### config.mk
export PLATFORM = sky130hd
export DESIGN_NAME = fetch_queue
export DESIGN_NICKNAME = d
export VERILOG_FILES = /design/src/rtl/riscv_pkg.sv /design/src/rtl/sync_fifo.sv /design/src/rtl/fetch_queue.sv
export SDC_FILE = /design/constraint.sdc
export NUM_CORES = 1
export LEC_CHECK = 0
export BUFFER_PORTS_ARGS = -buffer_cell sky130_fd_sc_hd__buf_2
export CORE_MARGIN = 5
export CORE_UTILIZATION = 60
export CTS_BUF_LIST = sky130_fd_sc_hd__clkbuf_4 sky130_fd_sc_hd__clkbuf_8
export CTS_CLUSTER_SIZE = 28
export DETAILED_ROUTE_END_ITERATION = 7
export GPL_ROUTABILITY_DRIVEN = 0
export PLACE_DENSITY = 0.82
export SYNTH_ARGS = -nofsm -noshare
export SYNTH_HDL_FRONTEND = slang
export SYNTH_SLANG_ARGS = --single-unit
### constraint.sdc
create_clock -name clk -period 3.7 [get_ports clk]
set_input_delay 0.185 -clock clk [delete_from_list [all_inputs] [get_ports clk]]
set_output_delay 0.185 -clock clk [all_outputs]
set_load 0.01 [all_outputs]
### src/rtl/riscv_pkg.sv
// ============================================================================
// riscv_pkg: shared instruction-fetch types and constants.
// Revision: 1.0
// ============================================================================
`default_nettype none

package riscv_pkg;

    localparam int          IW        = 32;
    localparam logic [31:0] NOP_INSTR = 32'h0000_0013;

    typedef struct packed {
        logic [31:0] instr;
        logic [31:0] pc;
    } fetch_entry_t;

endpackage

`default_nettype wire

### src/rtl/sync_fifo.sv
// ============================================================================
// sync_fifo: power-of-two FIFO of fetch entries with synchronous flush.
// Revision: 1.0
// ============================================================================
`default_nettype none

module sync_fifo
    import riscv_pkg::*;
#(
    parameter int DEPTH = 4
) (
    input  logic                     clk,
    input  logic                     rst_n,
    input  logic                     flush,
    input  logic                     push,
    input  logic                     pop,
    input  fetch_entry_t             wdata,
    output fetch_entry_t             rdata,
    output logic                     full,
    output logic                     empty
);

    localparam int AW = $clog2(DEPTH);
    localparam int CW = AW + 1;

    fetch_entry_t    mem [DEPTH];
    logic [AW-1:0]   rd_ptr;
    logic [AW-1:0]   wr_ptr;
    logic [CW-1:0]   count;

    always_ff @(posedge clk or negedge rst_n) begin
        if (!rst_n) begin
            rd_ptr <= '0;
            wr_ptr <= '0;
            count  <= '0;
        end else if (flush) begin
            rd_ptr <= '0;
            wr_ptr <= '0;
            count  <= '0;
        end else begin
            if (push) wr_ptr <= wr_ptr + 1'b1;
            if (pop)  rd_ptr <= rd_ptr + 1'b1;
            case ({push, pop})
                2'b10:   count <= count + 1'b1;
                2'b01:   count <= count - 1'b1;
                default: count <= count;
            endcase
        end
    end

    // Payload storage needs no reset; the head is don't-care while empty.
    always_ff @(posedge clk) begin
        if (push && !flush) mem[wr_ptr] <= wdata;
    end

    assign rdata = mem[rd_ptr];
    assign full  = (count == CW'(DEPTH));
    assign empty = (count == '0);

endmodule

`default_nettype wire

### src/rtl/fetch_queue.sv
// ============================================================================
// fetch_queue: fetch PC, ROM addressing and instruction queue towards decode.
// Revision: 1.0
// ============================================================================
`default_nettype none

module fetch_queue
    import riscv_pkg::*;
#(
    parameter int          WAD      = 16,
    parameter int          WD       = 8,
    parameter int          DEPTH    = 4,
    parameter logic [31:0] RESET_PC = 32'h0000_0000
) (
    input  logic              clk,
    input  logic              rst_n,
    output logic [WAD-1:0]    RomAddr,
    input  logic [4*WD-1:0]   RomData,
    output logic              InstrValid,
    input  logic              InstrReady,
    output logic [4*WD-1:0]   Instr,
    output logic [31:0]       InstrPC,
    input  logic              Redirect,
    input  logic [31:0]       RedirectPC,
    output logic              MisalignErr
);

    logic [31:0]  fetch_pc;
    logic         misalign_err;
    logic         push;
    logic         pop;
    logic         full;
    logic         empty;
    fetch_entry_t wr_entry;
    fetch_entry_t head;

    // Redirect wins over both handshakes; no write-through when full.
    assign push = !full && !Redirect;
    assign pop  = !empty && InstrReady && !Redirect;

    assign wr_entry.instr = RomData;
    assign wr_entry.pc    = fetch_pc;

    always_ff @(posedge clk or negedge rst_n) begin
        if (!rst_n) begin
            fetch_pc     <= RESET_PC;
            misalign_err <= 1'b0;
        end else begin
            if (Redirect) begin
                fetch_pc <= {RedirectPC[31:2], 2'b00};
                if (RedirectPC[1:0] != 2'b00) misalign_err <= 1'b1;
            end else if (push) begin
                fetch_pc <= fetch_pc + 32'd4;
            end
        end
    end

    sync_fifo #(
        .DEPTH (DEPTH)
    ) u_fifo (
        .clk   (clk),
        .rst_n (rst_n),
        .flush (Redirect),
        .push  (push),
        .pop   (pop),
        .wdata (wr_entry),
        .rdata (head),
        .full  (full),
        .empty (empty)
    );

    assign RomAddr     = fetch_pc[WAD-1:0];
    assign InstrValid  = !empty;
    assign Instr       = head.instr;
    assign InstrPC     = head.pc;
    assign MisalignErr = misalign_err;

endmodule

`default_nettype wire

==> results of run 1 <==
metal layers:
layer | global-route usage | up-vias | share of wire
met3 | 0.04904 | 24 | 0.070
met5 | 0 | - | 0
met1 | 0.3122 | 3251 | 0.40
li1 | - | 2851 | -
met4 | 0.05965 | 0 | 0.015
met2 | 0.3730 | 295 | 0.51
through the flow:
| stage | hold WS [ns] | power, mW |
|---|---|---|
| 5_1_grt | 0.06608 | 7.827 |
| 3_5_place_dp | 0.3427 | 4.926 |
| 3_3_place_gp | 0.3273 | 4.876 |
| 6_report | 0.07853 | 7.505 |
| 2_1_floorplan | -0.1106 | 4.538 |
| 4_1_cts | 0.05247 | 7.557 |
registers in the layout, summed over array words and instances (netlist names):
register,cells
u_fifo.rd_ptr,2
u_fifo.wr_ptr,2
fetch_pc,30
u_fifo.count,3
u_fifo.mem,248
MisalignErr,1
where the power goes:
group          total, mW  internal [mW]  switching [mW]
clock network       2.60           1.48            1.12
logic              0.947          0.467           0.480
registers           3.96           3.77           0.193
total               7.50           5.71            1.79
logic make-up after synthesis:
kind of cell    after synthesis  synth area share
mux                          63            0.1247
flops                       286            0.7448
fa+ha+maj                     6          0.007324
simple gates                120           0.05792
compound gates               51           0.02830
buf+inv                      54           0.02574
other cells                   1         0.0003326
xor+xnor                     14           0.01087
Yosys cell counts (2+ instances only):
cell type,instances,area share
nand2_1,35,0.012
o31ai_1,10,0.0067
nand3b_1,2,0.0013
and4_1,3,0.0023
buf_2,10,0.0044
nor2_1,17,0.0057
mux4_2,62,0.12
o21ai_0,7,0.0031
dfrtp_1,38,0.084
a31oi_1,11,0.0061
or3_1,3,0.0017
clkbuf_1,20,0.0067
ha_1,5,0.0055
nor4_1,4,0.0022
o21ai_1,9,0.0040
nand4_1,7,0.0039
nand3_1,13,0.0058
inv_1,4,0.0013
a21oi_1,6,0.0027
o211ai_1,6,0.0040
xor2_1,5,0.0039
buf_4,18,0.012
edfxtp_1,248,0.66
and3_1,6,0.0033
or4_1,18,0.012
nor4b_1,2,0.0016
xnor2_1,9,0.0070
nor3_1,4,0.0018
worst paths after layout:
check	startpoint	to	depth (start not counted)
setup / recovery	u_fifo.rd_ptr[0]	Instr[9]	3
hold / removal	InstrReady	u_fifo.count[0]	2
setup reg to reg	fetch_pc[2]	fetch_pc[30]	5
hold reg to reg	MisalignErr	MisalignErr	1
max in group asynchronous	rst_n	u_fifo.rd_ptr[0]	2
min in group asynchronous	rst_n	MisalignErr	2
worst reg2reg max path, delay by kind of cell (launching register included):
| family | cells | cell delay [ns] |
|---|---|---|
| AO/OA/AOI/OAI | 1 | 0.23 |
| adder cells (fa/ha/maj) | 1 | 0.26 |
| flip-flops | 1 | 0.52 |
| AND/OR/NAND/NOR | 3 | 1.53 |
placed cells by master, fill, tap and decap left out, drive strengths merged, types with 5 or more instances in the layout:
cell	n
a21oi	6
a31oi	11
and3	6
buf	155
clkbuf	64
clkinv	15
dfrtp	38
dlygate4sd3	65
edfxtp	248
ha	5
inv	6
mux4	62
nand2	35
nand3	13
nand4	8
nor2	17
o211ai	6
o21ai	16
o31ai	10
or4	18
xnor2	9
xor2	5
area by class of cell:
cell class / count / area, sq um
Multi-Input combinational cell: 258 / 2604
Tap cell: 234 / 292.8
Clock inverter: 18 / 128.9
Timing Repair Buffer: 220 / 1476
Inverter: 5 / 18.77
Clock buffer: 64 / 768.2
Sequential cell: 286 / 8403
Fill cell: 1038 / 4888
==> flow_summary.yaml, run 1 <==
final_layout:
  nNetsFinal: 889
  stdcell_area_sq_um: 13690
  area_delta_synth_final_pct: 21.43
  drive_gt1_frac: 0.3502
  finalNonFillerCells: 1085
  utilization: 0.7369
  diodes: 0
grt:
  antenna_found_initial: 0
  grt_usage: 0.2258
  grt_overflow: 0
  grt_pass1_vias: 6731
  grt_pass1_wl_microns: 37850
  grt_max_degree: 47
floorplan:
  die_h_microns: 147.1
  ioPinCount: 150
  initial_core_util: 0.6069
  rows: 50
  core_area_sq_um: 18580
  die_width_microns: 147.1
  die_area_sq_um: 21630
logic_synthesis:
  async_flop_share: 0.1329
  synth_flop_cell: "edfxtp_1"
  yosysWarnings: 0
  synth_edf_count: 248
  netlist_area_sq_um: 11280
  synth_cell_type_count: 41
  netlist_instances: 595
  avgSynthCellArea_sq_um: 18.95
  ys_ff_latch: 286
  seq_area_frac_synth: 0.7448
route:
  drc: 0
  wire_per_inst_microns: 22.02
  num_vias: 6421
  drtPass1Iterations: 5
  routed_wl_microns: 23890
  drtIter0Drc: 575
  ant_nets: 0
  viasPerCell: 5.918
worst_setup_path:
  max_stage_delay_ns: 0.91
  cp_slowest_cell: "dfrtp_4"
  path_cells: "buf_12, mux4_2, buf_2"
  critical_path_class: "flip-flop to output port"
  critPathMaxFanout: 36
  r2r_slack_ns: 1.06
  end_kind: "output port"
  worstSetupStartpointType: "flip-flop"
  path_buf_inv: 2
  critPathRequiredTime_ns: 3.51
  arrival_ns: 2.55
  cp_top_family: "flip-flops"
clock_network:
  htree_levels: 2
  numCtsBuffers: 44
  cts_buffer_depth: 3
  post_cts_resized: 0
  cts_hold_buffers: 65
  cts_setup_buffers: 0
  clk_latency_ns: 0.53
  cts.clk_slew.worst_paths_ns: 0.06
  cts_root_buf: "clkbuf_8"
  cts_tree: "built"
  cts_sinks: 286
sta:
  hold_violations: 0
  tns_ns: 0
  setup_viol: 0
  fin_crit_ns: 2.734
  period_share: 0.7389
  tightest_slew_ns: 0.8783
  max_freq_mhz: 365.8
  slew-limit-headroom: 0.4145
  fin_ws_ns: 0.9662
  rsz0062_at_grt: "no"
  skew_ns: 0.01240
  slew_violations: 0
pwr:
  p_leak_nw: 4.837
  peakVddDrop_mv: 0.3575
  p_per_area_nw_per_um2: 548.1
place:
  dp_hpwl_microns: 14780
  place_ws_ns: 1.113
  dp.cells: 938
  placed_cell_area_sq_um: 12140
  port_buffers: 145
outcome:
  status: "finished clean"
hold_path:
  hp-class: "primary input to flip-flop"
run:
  cap_violations: 0
Note: power is estimated with default switching activity, not from simulation.
==> run 2, diff against run 1 <==
--- a/config.mk
+++ b/config.mk
@@ -5,14 +5,15 @@
 export SDC_FILE = /design/constraint.sdc
 export NUM_CORES = 1
 export LEC_CHECK = 0
+export ABC_AREA = 1
 export BUFFER_PORTS_ARGS = -buffer_cell sky130_fd_sc_hd__buf_2
 export CORE_MARGIN = 5
-export CORE_UTILIZATION = 60
+export CORE_UTILIZATION = 54
 export CTS_BUF_LIST = sky130_fd_sc_hd__clkbuf_4 sky130_fd_sc_hd__clkbuf_8
 export CTS_CLUSTER_SIZE = 28
 export DETAILED_ROUTE_END_ITERATION = 7
 export GPL_ROUTABILITY_DRIVEN = 0
-export PLACE_DENSITY = 0.82
+export PLACE_DENSITY = 0.77
 export SYNTH_ARGS = -nofsm -noshare
 export SYNTH_HDL_FRONTEND = slang
 export SYNTH_SLANG_ARGS = --single-unit
==> constraint.sdc (replaced) <==
create_clock -name clk -period 2.5 [get_ports clk]
set_input_delay 0.125 -clock clk [delete_from_list [all_inputs] [get_ports clk]]
set_output_delay 0.125 -clock clk [all_outputs]
set_load 0.01 [all_outputs]
==> run 2 against run 1 <==
Final cell count is 43% higher. Largest cell class unchanged. Sequential power is 60% higher. Global-route usage is 0.26 points lower. Wire length is 16% higher.
==> flow_summary.yaml, run 2 <==
outcome:
  status: "finished clean"
worst_setup_path:
  critical_path_class: "flip-flop to output port"
  critPathRequiredTime_ns: 2.38
  end_kind: "output port"
  worstReg2RegStart: "fetch_pc[2]"
  arrival_ns: 2.23
  rr_worst_depth: 7
  critPathMaxFanout: 28
  r2r_slack_ns: 0.51
  r2r-end: "fetch_pc[16]"
  worstSetupStartpointType: "flip-flop"
sta:
  period_share: 0.9422
  slew_violations: 0
  slew-limit-headroom: 0.3952
  tns_ns: 0
  hold_violations: 0
  rsz0062_at_grt: "no"
  tightest_slew_ns: 0.9072
  skew_ns: 0.01410
  fin_crit_ns: 2.355
  max_freq_mhz: 424.5
  hold-worst-slack_ns: 0.06638
  setup_viol: 0
  fin_ws_ns: 0.1445
route:
  ant_nets: 0
  num_vias: 8429
  wire_per_inst_microns: 17.93
  met1Wirelength_microns: 11320
  drc: 0
  routed-wl-met2_microns: 13650
  top_layer_used: "met4"
  drtIter0Drc: 800
  viasPerCell: 5.442
  drtPass1Iterations: 5
  wl_met3_microns: 2026
  routed_wl_microns: 27780
final_layout:
  stdcell_area_sq_um: 14510
  finalNonFillerCells: 1549
  seqCellArea_sq_um: 8403
  final_common_cell: "edfxtp_1"
  top_register: "u_fifo.mem"
  largest_reg_flops: 248
  utilization: 0.6668
  area_delta_synth_final_pct: 22.30
  fillerInstances: 1569
  diodes: 0
  largest_registers: "u_fifo.mem: 248 flops, fetch_pc: 30 flops, u_fifo.count: 3 flops"
  nNetsFinal: 1306
  mostFrequentLayoutCells: "edfxtp_1 (248), nor2_1 (171), nand2_1 (155), buf_2 (145), o21ai_0 (132)"
  multiInputGateArea_sq_um: 3012
  drive_gt1_frac: 0.2080
logic_synthesis:
  synth_top_cell_area_share: 0.6278
  async_flop_share: 0.1329
  yosysWarnings: 0
  synth_edf_count: 248
  synth_compound_area_frac: 0.09968
  netlist_instances: 1016
  synth_xor_area_frac: 0.008861
  avgSynthCellArea_sq_um: 11.67
  synth_top_cell_by_area: "edfxtp_1"
  synthAdderAreaFrac: 0.006962
  synth_flop_cell: "edfxtp_1"
  yosysMostFrequentCell: "edfxtp_1"
  ys_ff_latch: 286
  synth_commonest_cells: "edfxtp_1 (248), nor2_1 (175), nand2_1 (155)"
  synthMuxAreaShare: 0
  synth_top_family_by_area: "simple AND/OR/NAND/NOR gates"
  synthTopCellsByArea: "edfxtp_1 (63%), dfrtp_1 (8.0%), o21ai_0 (5.6%)"
  seq_area_frac_synth: 0.7080
  synth_cell_type_count: 33
  yosys.area_share.simple: 0.1346
  netlist_area_sq_um: 11860
place:
  place_ws_ns: 0.5449
  dp_hpwl_microns: 17010
  dp.cells: 1399
  port_buffers: 145
  placed_cell_area_sq_um: 12920
pwr:
  power_frac_comb: 0.229
  p_seq_frac: 0.473
  intPower_mw: 9.264
  peakVddDrop_mv: 0.5395
  swShare: 0.3096
  switching_power_mw: 4.155
  clkPwrFrac: 0.298
  power_mw: 13.42
  p_leak_nw: 5.514
  p_per_area_nw_per_um2: 925.0
clock_network:
  clk_latency_ns: 0.55
  cts_setup_buffers: 0
  cts.clk_slew.worst_paths_ns: 0.06
  cts_root_buf: "clkbuf_8"
  numCtsBuffers: 45
  cts_sinks: 286
  htree_levels: 2
  cts_tree: "built"
  post_cts_resized: 0
  cts_buffer_depth: 3
  cts_hold_buffers: 66
hold_path:
  min_from: "Redirect"
  hp-class: "primary input to flip-flop"
  holdPathEnd: "u_fifo.rd_ptr[1]"
  whs_path_depth: 5
grt:
  grt_max_degree: 127
  grt_usage: 0.2231
  grt_pass1_vias: 8313
  grt_pass1_wl_microns: 43540
  antenna_found_initial: 0
  grt_overflow: 0
floorplan:
  initial_core_util: 0.5452
  rows: 54
  die_area_sq_um: 25030
  core_area_sq_um: 21760
  die_h_microns: 158.2
  die_width_microns: 158.2
  ioPinCount: 150
run:
  cap_violations: 0
-- run 2: power by group through the flow --
stage / sequential [mW] / combinational (mW) / clock (mW)
2_1_floorplan: 6.32 / 1.82 / 0
3_3_place_gp: 6.41 / 2.95 / 0
3_5_place_dp: 6.44 / 3.01 / 0
4_1_cts: 6.35 / 3.10 / 4.07
5_1_grt: 6.41 / 3.38 / 4.31
6_report: 6.35 / 3.07 / 4.00
-- run 2: worst max-delay path by stage --
stage,startpoint,endpoint,slack (ns),depth (start not counted)
finish,u_fifo.rd_ptr[0],InstrPC[16],0.14,5
floorplan,u_fifo.count[0],u_fifo.mem[0][10],-0.39,5
global placement,u_fifo.count[0],u_fifo.mem[2][39],0.59,6
detailed placement,u_fifo.count[0],u_fifo.mem[2][25],0.54,6
CTS,u_fifo.rd_ptr[0],InstrPC[16],0.13,5
global route,u_fifo.rd_ptr[1],InstrPC[15],0.04,4
-- run 2: logic make-up (layout without fill, tap and decap cells) --
logic type / Yosys count / count (layout)
flip-flops: 286 / 286
AND/OR/NAND/NOR: 389 / 389
buffers and inverters: 107 / 357
AO/OA/AOI/OAI: 215 / 215
other: 1 / 4
adder cells (fa/ha/maj): 6 / 6
XOR/XNOR: 12 / 12
-- run 2: cell type report --
class                      count  share of cell area
clock buffer                  61             0.05270
clock inverter                23             0.01139
multi-input combinational    626              0.2076
tap                          280             0.02415
timing repair buffer         232              0.1142
sequential                   286              0.5793
inverter                      41             0.01070
-- run 2: metal layers --
metal  track usage  vias to the layer above
met5             0                        -
met4       0.07758                        0
met3       0.03335                       54
met2        0.3818                      369
met1        0.2938                     3992
li1              -                     4014
-- run 2: critical path: stages (launching register included) --
cell,delay (ns)
dfrtp_4,0.49
clkinv_2,0.33
buf_4,0.34
nor2_1,0.06
o22ai_1,0.26
buf_2,0.19
==> run 3, diff against run 2 <==
--- a/config.mk
+++ b/config.mk
@@ -14,6 +14,7 @@
 export DETAILED_ROUTE_END_ITERATION = 7
 export GPL_ROUTABILITY_DRIVEN = 0
 export PLACE_DENSITY = 0.77
+export REMOVE_ABC_BUFFERS = 1
 export SYNTH_ARGS = -nofsm -noshare
 export SYNTH_HDL_FRONTEND = slang
 export SYNTH_SLANG_ARGS = --single-unit
==> run 3 against run 2 <==
Combinational power fell by 3%. Sequential power barely moved. Wire length down 1.1%. Die area unchanged. Critical path type unchanged. Largest cell class unchanged. Largest power group unchanged. Highest routed layer unchanged.
==> flow_summary.yaml, run 3 (synthesis gave the netlist of run 2 again) <==
route:
  drc: 0
  viasPerCell: 5.429
  ant_nets: 0
  routed_wl_microns: 27460
  drtIter0Drc: 761
  wire_per_inst_microns: 17.74
  drtPass1Iterations: 5
  num_vias: 8404
worst_setup_path:
  cp_slowest_cell: "dfrtp_2"
  max_stage_delay_ns: 0.74
  cp_top_family: "flip-flops"
  critPathMaxFanout: 25
  critical_path_class: "flip-flop to output port"
  worstSetupStartpointType: "flip-flop"
  path_cells: "buf_4, o21ai_0, o22ai_1, buf_2"
  critPathRequiredTime_ns: 2.38
  path_buf_inv: 2
  arrival_ns: 2.20
  end_kind: "output port"
final_layout:
  diodes: 0
  final_common_cell: "edfxtp_1"
  top_register: "u_fifo.mem"
  mostFrequentLayoutCells: "edfxtp_1 (248), nor2_1 (171), nand2_1 (155), buf_2 (145), o21ai_0 (132)"
  multiInputGateArea_sq_um: 3012
  seqCellArea_sq_um: 8403
  fillerInstances: 1662
  largest_registers: "u_fifo.mem: 248 flops, fetch_pc: 30 flops, u_fifo.count: 3 flops"
  nNetsFinal: 1306
  drive_gt1_frac: 0.2035
  largest_reg_flops: 248
  area_delta_synth_final_pct: 21.42
hold_path:
  hp-class: "primary input to flip-flop"
run:
  cap_violations: 0
sta:
  fin_crit_ns: 2.325
  hold_violations: 0
  setup_viol: 0
  max_freq_mhz: 430.1
  slew_violations: 0
  slew-limit-headroom: 0.3702
  skew_ns: 0.02494
  hold-worst-slack_ns: 0.03720
  fin_ws_ns: 0.1752
  rsz0062_at_grt: "no"
  tightest_slew_ns: 0.9447
  period_share: 0.9299
place:
  place_ws_ns: 0.5407
  dp_hpwl_microns: 16320
  port_buffers: 145
floorplan:
  rows: 54
  initial_core_util: 0.5452
  die_width_microns: 158.2
  die_h_microns: 158.2
  ioPinCount: 150
  core_area_sq_um: 21760
  die_area_sq_um: 25030
clock_network:
  cts_root_buf: "clkbuf_8"
  cts_sinks: 286
  cts.clk_slew.worst_paths_ns: 0.06
  clk_latency_ns: 0.55
  htree_levels: 2
  numCtsBuffers: 46
  cts_tree: "built"
  cts_buffer_depth: 3
pwr:
  p_per_area_nw_per_um2: 912.3
  p_leak_nw: 5.468
  peakVddDrop_mv: 0.5535
outcome:
  status: "finished clean"
grt:
  grt_overflow: 0
  grt_pass1_wl_microns: 42970
  antenna_found_initial: 0
  grt_pass1_vias: 8301
  grt_max_degree: 107
  grt_usage: 0.2188
==> run 3: cell types whose count changed in the layout (fill, tap and decap cells not counted) <==
cell,change
clkinv_1,+6
buf_4,+2
dlygate4sd3_1,-1
buf_6,+1
clkbuf_4,-1
inv_6,-2
clkbuf_8,-2
bufinv_16,-1
buf_12,-3
==> run 3: worst register-to-register path: cells and delay by family (launching register included) <==
family | cells | cell delay, ns
and+or+nand+nor | 4 | 0.90
DFF | 1 | 0.43
buffers and inverters | 1 | 0.34
==> run 3: power breakdown <==
| group | internal (mW) | switching [mW] |
|---|---|---|
| Sequential | 5.97 | 0.389 |
| Clock | 2.02 | 1.77 |
| Combinational | 1.05 | 1.94 |
==> run 3: final timing paths <==
kind,slack [ns],cells past startpoint,to,startpoint
max,0.18,4,Instr[21],u_fifo.rd_ptr[1]
min,0.04,4,u_fifo.rd_ptr[0],InstrReady
max reg2reg,0.50,5,u_fifo.mem[2][27],u_fifo.count[0]
min reg2reg,0.48,1,MisalignErr,MisalignErr
max in group asynchronous,1.54,2,u_fifo.rd_ptr[0],rst_n
min in group asynchronous,0.26,2,fetch_pc[31],rst_n
==> run 3: timing repair <==
item | CTS | global route
hold buffers | 65 | 0
hold endpoints to repair | 197 | 0
resized for setup | 0 | 1
setup endpoints to repair | 0 | 4
buffers inserted | 0 | 0
==> run 3: routing by layer <==
metal  part of all wire  up-vias  wire length, microns  track usage
met1               0.42     4064                 11510       0.2887
met2               0.50      286                 13680       0.3770
met4              0.020        0                   546      0.05971
li1                   -     4008                     -            -
met3              0.063       46                  1727      0.03909
met5                  0        -                     0            0
==> run 3: cell type report <==
cell class | instances | area share
timing repair buffer | 231 | 0.1120
clock buffer | 58 | 0.05065
clock inverter | 26 | 0.009730
inverter | 41 | 0.01077
tap | 280 | 0.02432
multi-input combinational | 626 | 0.2091
sequential | 286 | 0.5834
==> run 3: through the flow <==
stage	total power [mW]	instances	utilization	cell area, sq um	TNS [ns]
2_1_floorplan	8.027	953	-	11530	-475.76
3_3_place_gp	9.297	1399	0.5920	12880	0
3_5_place_dp	9.393	1399	0.5920	12880	0
4_1_cts	13.26	1548	0.6618	14400	0
5_1_grt	13.84	1548	0.6620	14400	0
6_report	13.14	1548	0.6620	14400	0
